### src/rtl/prio_encoder8_3_irq.sv
// Purpose : sequential 8-to-3 priority encoder; latches falling edges on eight
//           active-low request lines and presents the highest pending index.
// Latency : a request falling before edge 1 is presented (valid=1) after edge
//           SYNC_STAGES+2; after each accept there is one valid=0 cycle.
// Backpressure: the presented code is held until ack; new edges keep being
//           captured into the pending set while a code waits.
//
// Ports:
//   clk, rst_n    rising-edge clock, asynchronous active-low reset
//   ei_low        active-low enable; 1 stops new codes from being presented
//   i_low[7:0]    asynchronous active-low requests, bit 7 highest priority
//   ack           consumer accepts the presented code
//   a[2:0]        index of the presented request
//   valid         a holds a pending request
//   gs_low        group select, ~valid
//   eo_low        0 only when enabled and nothing is pending or presented
//   pending[7:0]  current pending set
//   overrun       one-cycle pulse: a new edge hit an already-pending bit
//
// SYNC_STAGES is meant to be 2..4.
module prio_encoder8_3_irq #(
  parameter int SYNC_STAGES = 2
) (
  input  logic       clk,
  input  logic       rst_n,
  input  logic       ei_low,
  input  logic [7:0] i_low,
  input  logic       ack,
  output logic [2:0] a,
  output logic       valid,
  output logic       gs_low,
  output logic       eo_low,
  output logic [7:0] pending,
  output logic       overrun
);

  typedef enum logic [0:0] {
    IDLE    = 1'b0,
    PRESENT = 1'b1
  } state_t;

  state_t     state;
  logic [7:0] sync_q [SYNC_STAGES];
  logic [7:0] prev;
  logic [7:0] s;
  logic [7:0] fall;
  logic [7:0] clr;
  logic [2:0] hi_idx;

  // Synchronizer chain and previous-sample register; idle level of the
  // lines is 1, so reset to 1 to avoid a spurious edge after reset.
  always_ff @(posedge clk or negedge rst_n) begin
    if (!rst_n) begin
      for (int i = 0; i < SYNC_STAGES; i++) sync_q[i] <= 8'hFF;
      prev <= 8'hFF;
    end else begin
      sync_q[0] <= i_low;
      for (int i = 1; i < SYNC_STAGES; i++) sync_q[i] <= sync_q[i-1];
      prev <= s;
    end
  end

  assign s    = sync_q[SYNC_STAGES-1];
  assign fall = prev & ~s;

  // Only the presented bit is ever cleared, and only on the accepting edge.
  always_comb begin
    clr = '0;
    if (state == PRESENT && ack) clr[a] = 1'b1;
  end

  // Ascending scan: the last hit is the highest-numbered pending bit.
  always_comb begin
    hi_idx = '0;
    for (int k = 0; k < 8; k++) begin
      if (pending[k]) hi_idx = 3'(k);
    end
  end

  // Pending set: a fresh edge wins over a clear in the same cycle, so a
  // request re-arriving during its own ack is not lost.
  always_ff @(posedge clk or negedge rst_n) begin
    if (!rst_n) begin
      pending <= '0;
      overrun <= 1'b0;
    end else begin
      pending <= (pending & ~clr) | fall;
      overrun <= |(fall & pending & ~clr);
    end
  end

  // Presentation handshake. The code is frozen in PRESENT; ei_low only
  // gates starting a presentation, never withdraws one.
  always_ff @(posedge clk or negedge rst_n) begin
    if (!rst_n) begin
      state <= IDLE;
      a     <= '0;
      valid <= 1'b0;
    end else begin
      case (state)
        IDLE: begin
          if (!ei_low && (pending != 8'h00)) begin
            a     <= hi_idx;
            valid <= 1'b1;
            state <= PRESENT;
          end
        end
        PRESENT: begin
          if (ack) begin
            valid <= 1'b0;
            state <= IDLE;
          end
        end
        default: begin
          valid <= 1'b0;
          state <= IDLE;
        end
      endcase
    end
  end

  assign gs_low = ~valid;
  assign eo_low = ei_low | (pending != 8'h00) | valid;

endmodule

### config.mk
export PLATFORM = sky130hd
export DESIGN_NAME = prio_encoder8_3_irq
export DESIGN_NICKNAME = d
export VERILOG_FILES = /design/src/rtl/prio_encoder8_3_irq.sv
export SDC_FILE = /design/constraint.sdc
export NUM_CORES = 1
export LEC_CHECK = 0
export ABC_AREA = 1
export BUFFER_PORTS_ARGS = -buffer_cell sky130_fd_sc_hd__clkbuf_2
export CORE_UTILIZATION = 45
export CTS_CLUSTER_DIAMETER = 120
export DETAILED_ROUTE_END_ITERATION = 6
export HOLD_SLACK_MARGIN = 0.03
export PLACE_DENSITY = 0.67
export SETUP_SLACK_MARGIN = 0.4
export SYNTH_ARGS = -nofsm -noshare
export SYNTH_HDL_FRONTEND = slang
export SYNTH_SLANG_ARGS = --single-unit
### constraint.sdc
create_clock -name clk -period 1.6 [get_ports clk]
set_clock_uncertainty 0.05 [all_clocks]
set_input_delay 0.32 -clock clk [delete_from_list [all_inputs] [get_ports clk]]
set_output_delay 0.32 -clock clk [all_outputs]
set_load 0.05 [all_outputs]
# == Word level (Yosys, flattened, before mapping) ==
# Index checks and enable logic that the tools add are counted.
# totals
register_bits,38
in_bits,12
output_inout_bits,15
elab_cells,47
# op_classes
order_cmp,2
eq_ne,2
muxes,16
n_bitwise,11
n_reduce_logical,8
# ops
cell,n
AND 8 bit,4
two-way mux 3 bit,6
NOT 8 bit,2
two-way mux 8 bit,1
bitwise OR 8 bit,1
nonzero test 8 bit,1
OR reduction 8 bit,1
two-way mux 1 bit,6
"less-than comparator 3 x 4 -> 1 bit, second input constant",1
"inequality test 2 bit, second input constant",2
one-hot mux 1 bit (2 select lines),2
AND reduction 2 bit,2
demux 1 bit (select 3 bit),1
"greater-or-equal comparator 3 x 1 -> 1 bit, second input constant",1
logical AND 1 bit,3
NOT 1 bit,2
bitwise OR 1 bit,2
logical NOT 1 bit,1

# == Longest topological paths before layout ==
# Gate-level depths: netlist (run 1).
# logic_depth
depth_word,8
ltp_mapped,9
ltp_nobuf,9

# == Worst setup path after synthesis (run 1) ==
# OpenSTA, ideal clock, no wires.
# synth_path
path_kind,flip-flop to output port
from,reg pending[5]
to,out eo_low
arrival_time_ps,1318
slack_ps,-88
stages_incl_launch_ff,5
path_buffers,0
cell_sequence,dfrtp_1 > nor2_1 > nand3_2 > nor2_1 > nand2_1
# synth_via
elab_chain_len,3
# synth_lines
item,line_no,rtl
from (decl),33,"output logic [7:0] pending,"
from (signal assigned),87,pending <= (pending & ~clr) | fall;
nonzero test 8 bit,123,assign eo_low = ei_low | (pending != 8'h00) | valid;
bitwise OR 1 bit (2 in a row),123,
to (decl),32,"output logic eo_low,"
# No other way between the ends.

# == Worst setup path in the final report (run 1) ==
# layout_path
from,reg pending[0]
to,out eo_low
# Same word-level chain as after synthesis.

==> impl_results.md, run 1 <==
- Global placer's final weighted congestion: 0.857
- CTS buffer count: 5
- Measured slew at the worst slew-check pin: 0.429 ns
- Max Clock Freq: 0.551 GHz
- Internal power: 1830 uW
- Synth warnings: 0
- Core ar.: 3030 um2
- Number of nets with antenna violations after routing: 0
- Final worst path period share: 1.13
- Total GRT Usage: 0.209
- Sw power: 894 uW
- Clock Sinks: 38
- Chip Width: 58.3 um
- Critical Path Sink Type: primary output
- Vias in the first global route: 1225
- Sw Ratio: 0.329
- Hold Path Class: primary input to flop
- Placed instance area: 1680 um2
- Fin. Hold Viols: 0
- Unrepaired setup endpoints after global routing: yes
- Layout cell share with drive strength beyond 1: 0.536
- Footprint of the multi-input gates: 443 um2
- Die ar.: 3400 um2
- Sequential element share of the synthesized area: 0.687
- Critical path arrival: 1.44 ns
- I/O Pins: 27
- Register-to-register setup slack: 0.16 ns
- Synth Area in XOR/XNOR: 0
- P_leak: 0.00118 uW
- DR vias: 1195
- Iter 0 DRT Violations: 29
- Post-route cell area: 2370 um2
- H-tree depth: 2
- Placed instance count: 220
- Flop pwr share: 0.428
- Fin crit period: 1.81 ns
- DRC violations left: 0
- Register Area: 996 um2
- Failing checks: negative setup slack
- Post-layout util: 0.784
- Final nets: 222
- Worst-path clk slew: 0.12 ns
- Diodes inserted: 0
- Synth Area in Compound Gates: 0.0307
- Slew Limit Fails: 0
- Combinational power share: 0.360
- Status: finished with violations
- Setup violators final: 1
- Layout fillers: 168
- Syn nets: 159
- Flops & latches, synth: 38
- Post-synthesis adder-cell area fraction: 0
- DPL Wire Length: 1.85 mm
- Worst-path maximum fanout: 2
- Detailed-route wire length per cell: 13.4 um
- Initial Utilization: 0.471
- Antenna violations before repair: 0
- Die Span Y: 58.3 um
- Synth cell types: 13
- Syn Std Cell Area: 1430 um2
- Pre-CTS setup slack: 0.0857 ns
- Area grow syn2layout: 66.3%
- Port bufs: 26
- Final wirelength: 3.42 mm
- Pwr per Cell Area: 1150 nW/um2
- Total congestion overflow: 0
- Main combinational cell family by area after synthesis: simple AND/OR/NAND/NOR gates
- Non-Filler Instances: 255
- Worst slew margin relative to its limit: 0.714
- Mux share of post-synthesis cell area: 0
- Max clock buf depth: 2
- Peak supply drop: 0.573 mV
- Global-route wire length before repair: 5.05 mm
- Clock Latency Late Sink: 0.35 ns
- TritonRoute pass-1 iters: 4
- Routed vias/inst: 4.69
- Setup CP Type: flop to primary output
- Cells after Synth: 147
- Crit path launch type: flop
- Max Cap Violations: 0
- Num rows: 20
- Post-Syn Area per Cell: 9.71 um2
- CTS root buf: clkbuf_4
- Clock network fraction of total power: 0.212
- Simple-gate share of the synthesized area: 0.222
- Largest net degree at the start of global routing: 24
- Worst endpoint required time: 1.23 ns
- CTS tree: built
- Final WS setup: -0.215 ns
## sequential cells by signal (all words and copies together) (netlist names)
signal,flops
a,3
sync_q,8
pending,8
s,8
valid,1
overrun,1
prev,8
state,1
## final timing paths
kind	startpoint	to	cells past startpoint
setup / recovery	pending[0]	eo_low	5
hold / removal	ack	state	2
setup reg to reg	pending[0]	a[1]	7
hold reg to reg	sync_q[15]	s[7]	0
max in group asynchronous	rst_n	prev[1]	3
min in group asynchronous	rst_n	state	2
## timing repair
item | CTS | global route
setup buffers | 12 | 6
gates resized for setup | 61 | 13
hold buffers | 9 | 0
pin swaps | 7 | 14
hold endpoints to repair | 17 | 0
setup endpoints to repair | 21 | 23
cloned | 0 | 0
## final cells by class
class,instances,share of cell area
Multi-Input combinational cell,86,0.187
Timing Repair Buffer,56,0.305
Tap cell,44,0.0232
Sequential cell,38,0.420
Inverter,23,0.0364
Clock buffer,8,0.0295
## cells in the mapped netlist
master    n  area share
nand2_1  54        0.14
nor3_1    5       0.018
dfrtp_1  14        0.25
o21ai_2   1      0.0061
nand3_1   1      0.0035
nor2_2    2      0.0088
o21ai_0   7       0.025
nor2_1   13       0.034
dfstp_2  24        0.44
inv_1    23       0.060
nand3_2   1      0.0070
nand4_1   1      0.0044
nand2_2   1      0.0044
## power groups by stage
stage	logic, uW	registers [uW]	clock network (uW)
6_report	979	1160	576
5_1_grt	1030	1180	638
4_1_cts	920	1150	591
3_5_place_dp	523	1180	0
3_3_place_gp	519	1170	0
2_1_floorplan	180	1360	0
## per-stage QoR
step / power (uW) / setup TNS, ns / hold slack (ns)
floorplan: 1540 / 0 / -0.0256
global placement: 1690 / 0 / 0.224
detailed placement: 1700 / 0 / 0.232
CTS: 2670 / -0.174 / 0.108
global route: 2840 / -0.274 / 0.121
finish: 2720 / -0.215 / 0.110
## cells in the final DEF, fill, tap and decap left out
master | Yosys | routed
inv_1 | 23 | 17
clkbuf_4 | 0 | 5
o21ai_0 | 7 | 4
nor2_4 | 0 | 6
inv_2 | 0 | 6
o21ai_1 | 0 | 3
dfrtp_2 | 0 | 12
buf_8 | 0 | 1
dfstp_2 | 24 | 24
dfrtp_1 | 14 | 2
o21ai_4 | 0 | 1
nor2_2 | 2 | 2
nand4_1 | 1 | 1
buf_6 | 0 | 8
nand2_4 | 0 | 1
nand3_1 | 1 | 1
nand2_2 | 1 | 7
clkbuf_1 | 0 | 2
nand2_1 | 54 | 47
dlygate4sd3_1 | 0 | 9
clkbuf_2 | 0 | 11
buf_12 | 0 | 2
nand3_4 | 0 | 1
clkbuf_16 | 0 | 15
nor3_1 | 5 | 5
buf_4 | 0 | 11
nor2_1 | 13 | 7
## per-layer routing
| metal | up-vias | part of all wire | global-route usage |
|---|---|---|---|
| met1 | 580 | 0.38 | 0.207 |
| met3 | 8 | 0.046 | 0.0593 |
| li1 | 569 | - | - |
| met4 | 0 | 0.018 | 0.133 |
| met5 | - | 0 | 0 |
| met2 | 38 | 0.56 | 0.381 |
## critical path, cell delays in order (launching register included)
cell and delay [ns]:
dfrtp_2 0.44, inv_2 0.06, nand4_1 0.18, nor2_4 0.19
nand2_4 0.06, clkbuf_16 0.17
## cells by family (layout without fill, tap and decap cells)
| family | count (synthesis) | count (layout) |
|---|---|---|
| buf+inv | 23 | 87 |
| flops | 38 | 38 |
| simple gates | 78 | 78 |
| compound gates | 8 | 8 |
Power figures use the tool's default switching activity.
==> inputs of run 2 (changes only) <==
Clock period 1.6 ns to 1.7 ns, I/O delays scaled along.
==> run 2 against run 1 <==
The flow still finishes with violations (negative setup slack). Sequential share of layout area up 1.2 points. Wire length down 3.4%. Final area down 2.7%. Hold slack better by 0.018 ns. Non-clock buffer count unchanged. Die area unchanged. Clock-buffer cell count down 1. Worst setup slack better by 0.093 ns. Combinational power down 15%. Critical path depth unchanged. Via count down 1.3%. Sequential power down 5%. Critical endpoint unchanged. Highest routed layer unchanged.
==> impl_results.md, run 2 (same netlist as run 1, synthesis figures left out) <==
- Number of nets with antenna violations after routing: 0
- Sw power: 810 uW
- Critical Path Sink Type: primary output
- Worst-path clk slew: 0.11 ns
- CTS tree: built
- DPL Wire Length: 1.83 mm
- Setup violators final: 1
- Failing checks: negative setup slack
- Final WS setup: -0.122 ns
- Total congestion overflow: 0
- Fin. Hold Viols: 0
- Global-route wire length before repair: 4.81 mm
- Critical path cell sequence: inv_2 -> nand4_1 -> nor2_4 -> nand2_4 -> clkbuf_16
- Internal power: 1610 uW
- P_leak: 0.00115 uW
- Largest net degree at the start of global routing: 23
- Most common cell after layout, fill and taps aside: nand2_1
- Unrepaired setup endpoints after global routing: yes
- Iter 0 DRT Violations: 30
- Layout cell share with drive strength beyond 1: 0.517
- CTS root buf: clkbuf_4
- Routed vias/inst: 4.62
- Measured slew at the worst slew-check pin: 0.449 ns
- Max Clock Freq: 0.549 GHz
- Core ar.: 3030 um2
- Total GRT Usage: 0.197
- Num rows: 20
- Final hold slack: 0.129 ns
- Detailed-route wire length per cell: 13.0 um
- Die ar.: 3400 um2
- Crit path max-delay family: flip-flops
- TritonRoute pass-1 iters: 4
- Critical path arrival: 1.43 ns
- Setup TNS: -0.122 ns
- Die Span Y: 58.3 um
- Placed instance area: 1670 um2
- Flop pwr share: 0.457
- Global placer's final weighted congestion: 0.849
- Post-route cell area: 2310 um2
- Clock network fraction of total power: 0.199
- Area grow syn2layout: 61.8%
- Setup CP Type: flop to primary output
- Max clock buf depth: 2
- DR vias: 1179
- I/O Pins: 27
- Chip Width: 58.3 um
- Sw Ratio: 0.335
- Final wirelength: 3.31 mm
- Slowest CP cell: dfrtp_2
- Layout fillers: 187
- Pwr per Cell Area: 1050 nW/um2
- Initial Utilization: 0.471
- Max Cap Violations: 0
- DRC violations left: 0
- Clock Latency Late Sink: 0.35 ns
- Final worst path period share: 1.07
- Worst endpoint required time: 1.31 ns
- Diodes inserted: 0
- CTS buffer count: 5
- Antenna violations before repair: 0
- Post-layout util: 0.763
- Peak supply drop: 0.588 mV
- Most frequent cells in the layout: nand2_1, dfstp_2, inv_1
- Hold Path Class: primary input to flop
- CP max stage delay: 0.43 ns
- Vias in the first global route: 1169
- Slew Limit Fails: 0
- Status: finished with violations
- Port bufs: 26
- Total power: 2420 uW
- Worst-path maximum fanout: 2
- Final nets: 222
- Crit path buffers/inverters: 2
- Fin crit period: 1.82 ns
- Combinational power share: 0.344
- Worst slew margin relative to its limit: 0.701
- H-tree depth: 2
- Clock Sinks: 38
- Crit path launch type: flop
## run 2: timing repair
action,CTS,global route
hold buffers,9,0
endpoints found under the hold margin,17,0
endpoints found under the setup margin,15,21
pin swaps,12,7
gates resized for setup,49,20
buffers inserted,13,7
## run 2: power groups by stage
stage          Clock (uW)  Combinational [uW]  Sequential, uW
2_1_floorplan           0                 169            1280
3_3_place_gp            0                 475            1100
3_5_place_dp            0                 479            1110
4_1_cts               504                 746            1090
5_1_grt               534                 874            1110
6_report              481                 831            1100
## run 2: worst paths after layout
check	cells past startpoint	startpoint	slack [ns]	to
max	5	pending[1]	-0.12	eo_low
max reg2reg	10	pending[1]	0.02	a[1]
min in group asynchronous	2	rst_n	0.40	a[2]
max in group asynchronous	3	rst_n	0.64	prev[1]
min	2	ack	0.13	state
min reg2reg	0	sync_q[13]	0.31	s[5]
## run 2: layout make-up
| class | instances | area (um2) | share of cell area |
|---|---|---|---|
| flip-flops and latches | 38 | 996 | 0.431 |
| multi-input cells | 86 | 425 | 0.184 |
| inverters | 23 | 86.3 | 0.0374 |
| clock inverters | 1 | 5.00 | 0.00217 |
| clock buffers | 7 | 55.1 | 0.0238 |
| repair buffers | 56 | 687 | 0.297 |
| well taps | 44 | 55.1 | 0.0238 |
## run 2: per-layer routing
layer | track usage | share of wire
met1 | 0.220 | 0.37
met5 | 0 | 0
met3 | 0.0703 | 0.049
met2 | 0.340 | 0.55
met4 | 0.0884 | 0.021
## run 2: through the flow
stage | std cells | setup slack, ns
CTS | 248 | -0.0971
global route | 255 | -0.172
finish | 255 | -0.122
detailed placement | 218 | 0.171
floorplan | 147 | 0.245
global placement | 218 | 0.194
